<file path="src/rtl/sar_sched_pkg.sv">
// rtl/sar_sched_pkg.sv - shared types, defaults and channel-pick helpers for the SAR scan scheduler
package sar_sched_pkg;

    typedef enum logic [1:0] {
        ST_IDLE,
        ST_SAMPLE,
        ST_CONVERT,
        ST_HOLD
    } state_t;

    localparam int DEF_NCH           = 4;
    localparam int DEF_NBITS         = 5;
    localparam int DEF_SAMPLE_CYCLES = 2;
    localparam int MAX_NCH           = 8;

    typedef struct packed {
        logic       found;
        logic [2:0] idx;
    } ch_pick_t;

    // Lowest enabled channel strictly above cur; found=0 when the scan is exhausted.
    function automatic ch_pick_t next_channel(input logic [MAX_NCH-1:0] mask, input logic [2:0] cur);
        ch_pick_t r;
        r = '0;
        for (int i = MAX_NCH - 1; i >= 0; i--) begin
            if (mask[i] && (i > int'(cur))) begin
                r.found = 1'b1;
                r.idx   = 3'(i);
            end
        end
        return r;
    endfunction

    function automatic ch_pick_t first_channel(input logic [MAX_NCH-1:0] mask);
        ch_pick_t r;
        r = '0;
        for (int i = MAX_NCH - 1; i >= 0; i--) begin
            if (mask[i]) begin
                r.found = 1'b1;
                r.idx   = 3'(i);
            end
        end
        return r;
    endfunction

endpackage

</file>
<file path="src/rtl/sar_bit_engine.sv">
// rtl/sar_bit_engine.sv - MSB-first successive-approximation trial/code register
module sar_bit_engine #(
    parameter int NBITS = 5
) (
    input  logic             clk,
    input  logic             reset,
    input  logic             load,
    input  logic             step,
    input  logic             comp,
    output logic [NBITS-1:0] dac,
    output logic [NBITS-1:0] code,
    output logic             last
);
    localparam int KW = (NBITS > 1) ? $clog2(NBITS) : 1;

    logic [KW-1:0]    k;
    logic [NBITS-1:0] code_q;

    // code_q carries the decided upper bits plus the bit currently on trial.
    always_ff @(posedge clk) begin
        if (reset) begin
            code_q <= '0;
            k      <= '0;
        end else if (load) begin
            code_q <= NBITS'(1) << (NBITS - 1);
            k      <= KW'(NBITS - 1);
        end else if (step) begin
            code_q[k] <= comp;
            if (k != '0) begin
                code_q[k - 1'b1] <= 1'b1;
                k                <= k - 1'b1;
            end
        end
    end

    assign dac  = code_q;
    assign code = code_q;
    assign last = (k == '0);

endmodule

</file>
<file path="src/rtl/sar_scan_scheduler.sv">
// rtl/sar_scan_scheduler.sv - round-robin multi-channel SAR conversion scheduler with valid/ready results
module sar_scan_scheduler
    import sar_sched_pkg::*;
#(
    parameter int NCH           = DEF_NCH,
    parameter int NBITS         = DEF_NBITS,
    parameter int SAMPLE_CYCLES = DEF_SAMPLE_CYCLES
) (
    input  logic                   clk,
    input  logic                   reset,
    input  logic                   start,
    input  logic                   cont,
    input  logic [NCH-1:0]         ch_mask,
    input  logic                   comp,
    output logic [$clog2(NCH)-1:0] ch_sel,
    output logic                   sample,
    output logic [NBITS-1:0]       dac,
    output logic                   busy,
    output logic                   res_valid,
    input  logic                   res_ready,
    output logic [NBITS-1:0]       res_data,
    output logic [$clog2(NCH)-1:0] res_ch,
    output logic                   scan_done
);
    localparam int CW  = $clog2(NCH);
    localparam int SCW = $clog2(SAMPLE_CYCLES + 1);

    state_t             state;
    logic [NCH-1:0]     mask_q;
    logic [SCW-1:0]     scnt;
    logic [NBITS-1:0]   eng_dac;
    logic [NBITS-1:0]   eng_code;
    logic               eng_last;
    logic               eng_load;
    logic               eng_step;
    logic               out_free;
    logic               finish;
    logic [NBITS-1:0]   fin_code;
    logic [MAX_NCH-1:0] mask_ext;
    logic [MAX_NCH-1:0] new_ext;
    ch_pick_t           nxt;
    ch_pick_t           first_new;

    always_comb begin
        mask_ext          = '0;
        mask_ext[NCH-1:0] = mask_q;
        new_ext           = '0;
        new_ext[NCH-1:0]  = ch_mask;
    end

    assign nxt       = next_channel(mask_ext, 3'(ch_sel));
    assign first_new = first_channel(new_ext);

    assign eng_load = (state == ST_SAMPLE) && (scnt == SCW'(SAMPLE_CYCLES - 1));
    assign eng_step = (state == ST_CONVERT);
    assign out_free = !res_valid || res_ready;
    assign finish   = ((state == ST_CONVERT) && eng_last && out_free) ||
                      ((state == ST_HOLD) && res_ready);

    // The last trial bit is not yet in the engine register when completing straight from CONVERT.
    always_comb begin
        fin_code = eng_code;
        if (state == ST_CONVERT) fin_code[0] = comp;
    end

    sar_bit_engine #(.NBITS(NBITS)) u_engine (
        .clk   (clk),
        .reset (reset),
        .load  (eng_load),
        .step  (eng_step),
        .comp  (comp),
        .dac   (eng_dac),
        .code  (eng_code),
        .last  (eng_last)
    );

    always_ff @(posedge clk) begin
        if (reset) begin
            state     <= ST_IDLE;
            mask_q    <= '0;
            ch_sel    <= '0;
            scnt      <= '0;
            res_valid <= 1'b0;
            res_data  <= '0;
            res_ch    <= '0;
            scan_done <= 1'b0;
        end else begin
            scan_done <= 1'b0;
            if (res_valid && res_ready) res_valid <= 1'b0;

            case (state)
                ST_IDLE: begin
                    if (start && (ch_mask != '0)) begin
                        mask_q <= ch_mask;
                        ch_sel <= CW'(first_new.idx);
                        scnt   <= '0;
                        state  <= ST_SAMPLE;
                    end
                end
                ST_SAMPLE: begin
                    if (eng_load) state <= ST_CONVERT;
                    else          scnt  <= scnt + 1'b1;
                end
                ST_CONVERT: begin
                    if (eng_last && !out_free) state <= ST_HOLD;
                end
                ST_HOLD: ;
                default: state <= ST_IDLE;
            endcase

            // Shared transfer into the output register and hop to the next channel.
            if (finish) begin
                res_valid <= 1'b1;
                res_data  <= fin_code;
                res_ch    <= ch_sel;
                scnt      <= '0;
                if (nxt.found) begin
                    ch_sel <= CW'(nxt.idx);
                    state  <= ST_SAMPLE;
                end else begin
                    scan_done <= 1'b1;
                    if (cont && (ch_mask != '0)) begin
                        mask_q <= ch_mask;
                        ch_sel <= CW'(first_new.idx);
                        state  <= ST_SAMPLE;
                    end else begin
                        state <= ST_IDLE;
                    end
                end
            end
        end
    end

    assign busy   = (state != ST_IDLE);
    assign sample = (state == ST_SAMPLE);
    assign dac    = ((state == ST_CONVERT) || (state == ST_HOLD)) ? eng_dac : '0;

endmodule

</file>
<file path="config.mk">
export PLATFORM = sky130hd
export DESIGN_NAME = sar_scan_scheduler
export DESIGN_NICKNAME = d
export VERILOG_FILES = /design/src/rtl/sar_sched_pkg.sv /design/src/rtl/sar_bit_engine.sv /design/src/rtl/sar_scan_scheduler.sv
export SDC_FILE = /design/constraint.sdc
export NUM_CORES = 1
export LEC_CHECK = 0
export CORE_MARGIN = 4
export CORE_UTILIZATION = 47
export DETAILED_ROUTE_END_ITERATION = 6
export GPL_TIMING_DRIVEN = 0
export PLACE_DENSITY = 0.75
export SETUP_SLACK_MARGIN = 0.02
export SLEW_MARGIN = 0
export SYNTH_ARGS = -nofsm -noshare
export SYNTH_HDL_FRONTEND = slang
export SYNTH_HIERARCHICAL = 1
export SYNTH_SLANG_ARGS = --single-unit
</file>
<file path="constraint.sdc">
create_clock -name clk -period 2 [get_ports clk]
set_input_delay 0.5 -clock clk [delete_from_list [all_inputs] [get_ports clk]]
set_output_delay 0.5 -clock clk [all_outputs]
set_load 0.02 [all_outputs]
</file>
# [Word level (Yosys, flattened, before mapping)]
# Cells that the tools add are included.
[word_totals] mem_bits_ro=0 n_memories=0 regBits=27 output_inout_bits=18 word_cells=110 in_bits=10 ram_bits=0 latchBits=0
[classes] magnitude_cmp=7 n_mul=0 addsub=2 n_bitwise=2 mux=43 shift=0 n_reduce_logical=35 eq_ne=9 div_mod_pow=0
[ops] cell="$mux 4" n=8
[ops] cell="$mux 2" n=15
[ops] cell="$mux 5" n=4
[ops] cell="$logic_and 1x1->1" n=13
[ops] cell="$reduce_bool 2->1" n=5
[ops] cell="$mux 3" n=3
[ops] cell="$lt 3x4->1 const B" n=2
[ops] cell="$mux 1" n=8
[ops] cell="$reduce_bool 4->1" n=2
[ops] cell="$demux 1 s3" n=2
[ops] cell="$ge 3x1->1 const B" n=2
[ops] cell="$ne 3x1->1 const B" n=2
[ops] cell="$pmux 2 s3" n=1
[ops] cell="$reduce_or 2->1" n=3
[ops] cell="$bwmux 5" n=1
[ops] cell="$or 5x5->5" n=1
[ops] cell="$eq 2x1->1 const B" n=2
[ops] cell="$eq 2x2->1 const B" n=2
[ops] cell="$gt 2x2->1 const A" n=2
[ops] cell="$ne 2x2->1 const B" n=2
[ops] cell="$pmux 2 s2" n=1
[ops] cell="$reduce_and 2->1" n=2
[ops] cell="$reduce_and 4->1" n=1
[ops] cell="$logic_not 3->1" n=1
[ops] cell="10 further kinds" n=13

# [Depth between registers and ports, before layout]
[logic_depth] depth_word=9 mapped_depth=10 mapped_depth_nobuf=9

# [By module]
# Netlist, hierarchy kept.
[by_module_without_submodules] module="sar_scan_scheduler" seq_area_each_um2=360.3 instances=1 cells_per_inst=133 area_each_um2=1076.0
[by_module_without_submodules] module="sar_bit_engine" seq_area_each_um2=160.2 instances=1 cells_per_inst=64 area_each_um2=556.8

# [Worst setup path after synthesis]
# OpenSTA, ideal clock, no wires.
[synth_path] kind="flip-flop to flip-flop" start="register u_engine.k[0]" end="register state[1]" slack_ns=0.031 synth_period_minus_slack_ns=1.969 required_time_ns=1.935 n_path_buf=1 arrival_time_ns=1.904 setup_ns=0.065 stages_incl_launch_ff=11 path_cell_list="dfxtp_1 buf_2 inv_1 ha_1 nand2b_1 inv_1 a21o_1 o2bb2ai_1 o21bai_1 mux2_1 nor2_1"
[synth_between] elab_chain_cells=6 elab_cells_between_ends=11 cone_classes="eq/ne (3); mux (1); reduce/logical (7)"
[synth_lines] item="start: declaration" line_no="sar_bit_engine.sv:16" text="logic [KW-1:0] k;"
[synth_lines] item="start signal: assignment" line_no="sar_bit_engine.sv:26" text="k <= KW'(NBITS - 1);"
[synth_lines] item="start signal: assignment" line_no="sar_bit_engine.sv:31" text="k <= k - 1'b1;"
[synth_lines] item="$logic_not 3->1 *" line_no="sar_bit_engine.sv:38" text="assign last = (k == '0);"
[synth_lines] item="net eng_last" line_no="sar_scan_scheduler.sv:33" text="logic eng_last;"
[synth_lines] item="$logic_and 1x1->1 (2 in series)" line_no="sar_scan_scheduler.sv:57" text="assign finish = ((state == ST_CONVERT) && eng_last && out_free) ||"
[synth_lines] item="$logic_or 1x1->1" line_no="sar_scan_scheduler.sv:57"
[synth_lines] item="$ne 3x3->1 (no source line), or another cell as far along"
[synth_lines] item="$reduce_and 4->1 (no source line)"
[synth_lines] item="end signal: assignment" line_no="sar_scan_scheduler.sv:79" text="state <= ST_IDLE;"
[synth_lines] item="end signal: assignment" line_no="sar_scan_scheduler.sv:97" text="state <= ST_SAMPLE;"
[synth_lines] item="end signal: assignment" line_no="sar_scan_scheduler.sv:101" text="if (eng_load) state <= ST_CONVERT;"
[synth_lines] item="end: declaration" line_no="sar_scan_scheduler.sv:28" text="state_t state;"
# The timed path passes the listed nets; every way through them passes the cells marked *.
# A chain may end at the register's enable or synchronous reset.

# [Final worst setup path]
[layout_path] start="register state[0]" end="output dac[4]"
[layout_between] elab_chain_cells=3 elab_cells_between_ends=4 cone_classes="eq/ne (2); mux (1); reduce/logical (1)"
[layout_lines] item="$eq 2x2->1" line_no="sar_scan_scheduler.sv:136" text="assign dac = ((state == ST_CONVERT) || (state == ST_HOLD)) ? eng_dac : '0;"
[layout_lines] item="$logic_or 1x1->1 *" line_no="sar_scan_scheduler.sv:136"
[layout_lines] item="$mux 5 *" line_no="sar_scan_scheduler.sv:136"
[layout_lines] item="end: declaration" line_no="sar_scan_scheduler.sv:17" text="output logic [NBITS-1:0] dac,"
# Mark *: on every way between the ends. The rest lies on a longest branch, timed or not.

==> impl_metrics.yaml <==
clocking:
  root_buffer: "clkbuf_4"
  cts_tree: "yes"
  cts_inserted_buffers: 3
  htreeDepth: 1
  cts.sinks: 26
  clock_latency_ns: 0.33
  path_clk_slew_ns: 0.14
  clk_path_buf_depth: 2
  hold_buffers: 0
hold_path:
  hp-start: "res_data[2]"
  min_to: "res_data[2]"
  hold_depth: 2
  hp-class: "reg -> reg"
floorplan:
  initial_core_util_pct: 48.9
  coreArea_sq_um: 3340
  pin_count: 28
  die_h_um: 66.9
  dieWidth_um: 66.9
  fp.dieArea_sq_um: 4480
  fp-row-count: 21
timing:
  max_slew_margin_pct: 66.0
  max_freq_mhz: 518
  tightest_slew_ns: 0.509
  fin_crit_ns: 1.93
  skew_ns: 0.00326
  period_share_pct: 96.5
  rsz0062_at_grt: "true"
  drv_slew: 0
  finalHoldViolCount: 0
  setup_violations: 0
worst_setup_path:
  crit_required_ns: 1.50
  worstSetupPathType: "reg -> out"
  cpMaxStageDelayCell: "dfxtp_4"
  r2r_cells: 8
  r2r_end: "state[1]"
  arrival_ns: 1.43
  crit_family: "flip-flops"
  crit_buf_inv: 1
  end_kind: "output port"
  r2r-start: "state[1]"
  slowest_delay_ns: 0.39
  crit_chain: "ha_1 > nor2_2 > nor2b_1 > clkdlybuf4s15_2"
  r2r_setup_slack_ns: 0.09
  cp-start-kind: "flop"
  crit_fanout: 5
synthesis:
  syn_area_sq_um: 1630
  syn_inst: 197
  ys_seq_area_share_pct: 31.9
  synth_area_leaders: "dfxtp_1 32%, a21oi_1 6.1%, ha_1 6.1%, nand2_1 5.1%, mux2i_1 3.7%"
  syn_area_per_cell_sq_um: 8.29
  ys_ff_latch: 26
  synth_cell_types: 49
  yosys.area.top_type: "dfxtp_1"
  synth_fp_nets: 215
  synth_top_area_share_pct: 31.9
  ys_warn_count: 6
drt:
  first_pass_iters: 4
  routed_via_density: 5.47
  drt_iter0_markers: 102
  post-route-drc-count: 0
  drt-total-wl_um: 3840
  drtAntennaViolNets: 0
  wl_per_cell_um: 13.8
  vias: 1514
grt:
  grt_pass1_wl_um: 6190
  track_usage_pct: 17.6
  grt_pass1_vias: 1394
  antenna_found_initial: 0
  grt.overflow.total: 0
  grt_max_degree: 16
placement:
  dp.cells: 270
  gp_congestion: 0.796
  io_buffers: 27
  hpwl_um: 2700
finish:
  regArea_sq_um: 531
  final_cell_mix: "22 x dfxtp_1, 21 x nand2_1, 19 x a21oi_1, 18 x clkdlybuf4s50_1, 14 x nor2_1"
  utilization_pct: 64.9
  stdcell_count: 277
  antenna_cells: 0
  layout_commonest_cell: "dfxtp_1"
  fin_nets: 250
  drive_gt1_share_pct: 22.5
  area_growth_pct: 32.6
  fillers: 296
  multi_input_area_sq_um: 1090
power_and_ir_drop:
  peakVddDrop_mv: 0.433
  power.density_nw_per_um2: 1080
  p_sw_share_pct: 40.3
  power.switching_uw: 940
  pwr-share-seq_pct: 30.8
  clkPwrFrac_pct: 15.8
  p_leak_nw: 0.828
  p_int_mw: 1.39
  combPwrFrac_pct: 53.4
run:
  maxCapViolCount: 0
status:
  status: "completed"
-- sequential cells by signal, indices dropped and copies added, names as in the netlist --
signal         flops
ch_sel             2
mask_q             3
res_ch             2
res_data           5
res_valid          1
scan_done          1
scnt               2
state              2
u_engine/code      5
u_engine/k         3
-- cell families after synthesis --
logic type | count (synthesis) | synth area share [%]
muxes | 8 | 5.06
AOI/OAI and AO/OA | 57 | 24.5
adders and majority gates | 8 | 6.13
DFF | 26 | 31.9
buffers and inverters | 26 | 7.51
and+or+nand+nor | 72 | 24.9
-- tightest hold or removal path, cell delays in order, from the launching register on --
cell and delay [ns]:
dfxtp_1 0.34, nand2_1 0.05, a21oi_1 0.05
-- through the flow --
stage	total power, mW	hold slack, ns	setup slack, ns	setup TNS [ns]	area, sq um
after floorplan	1.46	0.445	0.0312	0	1630
after global placement	1.77	0.443	-0.262	-3.39	1960
after detailed placement	1.78	0.450	-0.306	-3.78	1960
after CTS	2.20	0.469	-0.0148	-0.0148	2070
after global routing	2.50	0.484	-0.0186	-0.0318	2170
final	2.33	0.467	0.0699	0	2170
-- synth_stat cells (all sizes together) --
cell type  number
nor4bb          3
nand3b          1
nor2           16
buf            12
o31ai           1
or2             1
nand4b          1
a222oi          1
a2bb2oi         1
nor4            1
a311oi          1
o2bb2ai         2
o211ai          2
o311ai          1
a41oi           1
mux2            2
o21bai          4
or3b            4
o21ai           6
nand3           2
nand2b          7
and2b           1
nor2b           4
and2            3
and3            1
or4             1
inv            12
a31oi           2
a21oi          20
dfxtp          26
ha              8
a211oi          6
a22o            3
o32ai           1
clkbuf          2
nor3            1
a21o            3
nand2          23
a2111o          1
mux2i           6
a221oi          1
nor4b           2
-- worst max-delay path by stage --
stage / start / end / slack, ns / depth (start not counted)
finish: state[0] / dac[4] / 0.07 / 4
detailed placement: ch_mask[1] / state[1] / -0.31 / 6
global route: state[1] / state[1] / -0.02 / 8
floorplan: u_engine/k[0] / state[1] / 0.03 / 10
CTS: state[0] / dac[0] / -0.01 / 5
global placement: ch_mask[1] / state[1] / -0.26 / 6
-- power by group through the flow --
stage	Sequential (mW)	Combinational, mW	Clock [mW]
floorplan	0.745	0.718	0
global placement	0.714	1.05	0
detailed placement	0.716	1.06	0
CTS	0.713	1.12	0.373
global route	0.731	1.37	0.399
finish	0.719	1.25	0.369
-- metal layers --
metal  global-route usage, %  up-vias  part of all wire (%)
li1                        -      768                     -
met4                    6.58        0                   1.7
met2                    29.0       37                    48
met3                    2.53        9                   4.5
met1                    23.2      700                    46
met5                       0        -                     0
-- area by class of cell --
type	instances	share of cell area, %
multi-input combinational	145	50.3
sequential	26	24.5
timing repair buffer	30	13.3
buffer	14	4.39
tap	46	2.66
inverter	12	2.43
clock inverter	1	1.39
clock buffer	3	1.04
-- what timing repair did --
item,CTS,global route
gates resized for setup,29,26
pin swaps,5,7
setup endpoints to repair,24,25
setup buffers,0,3
(Power assumes the default switching activity.)
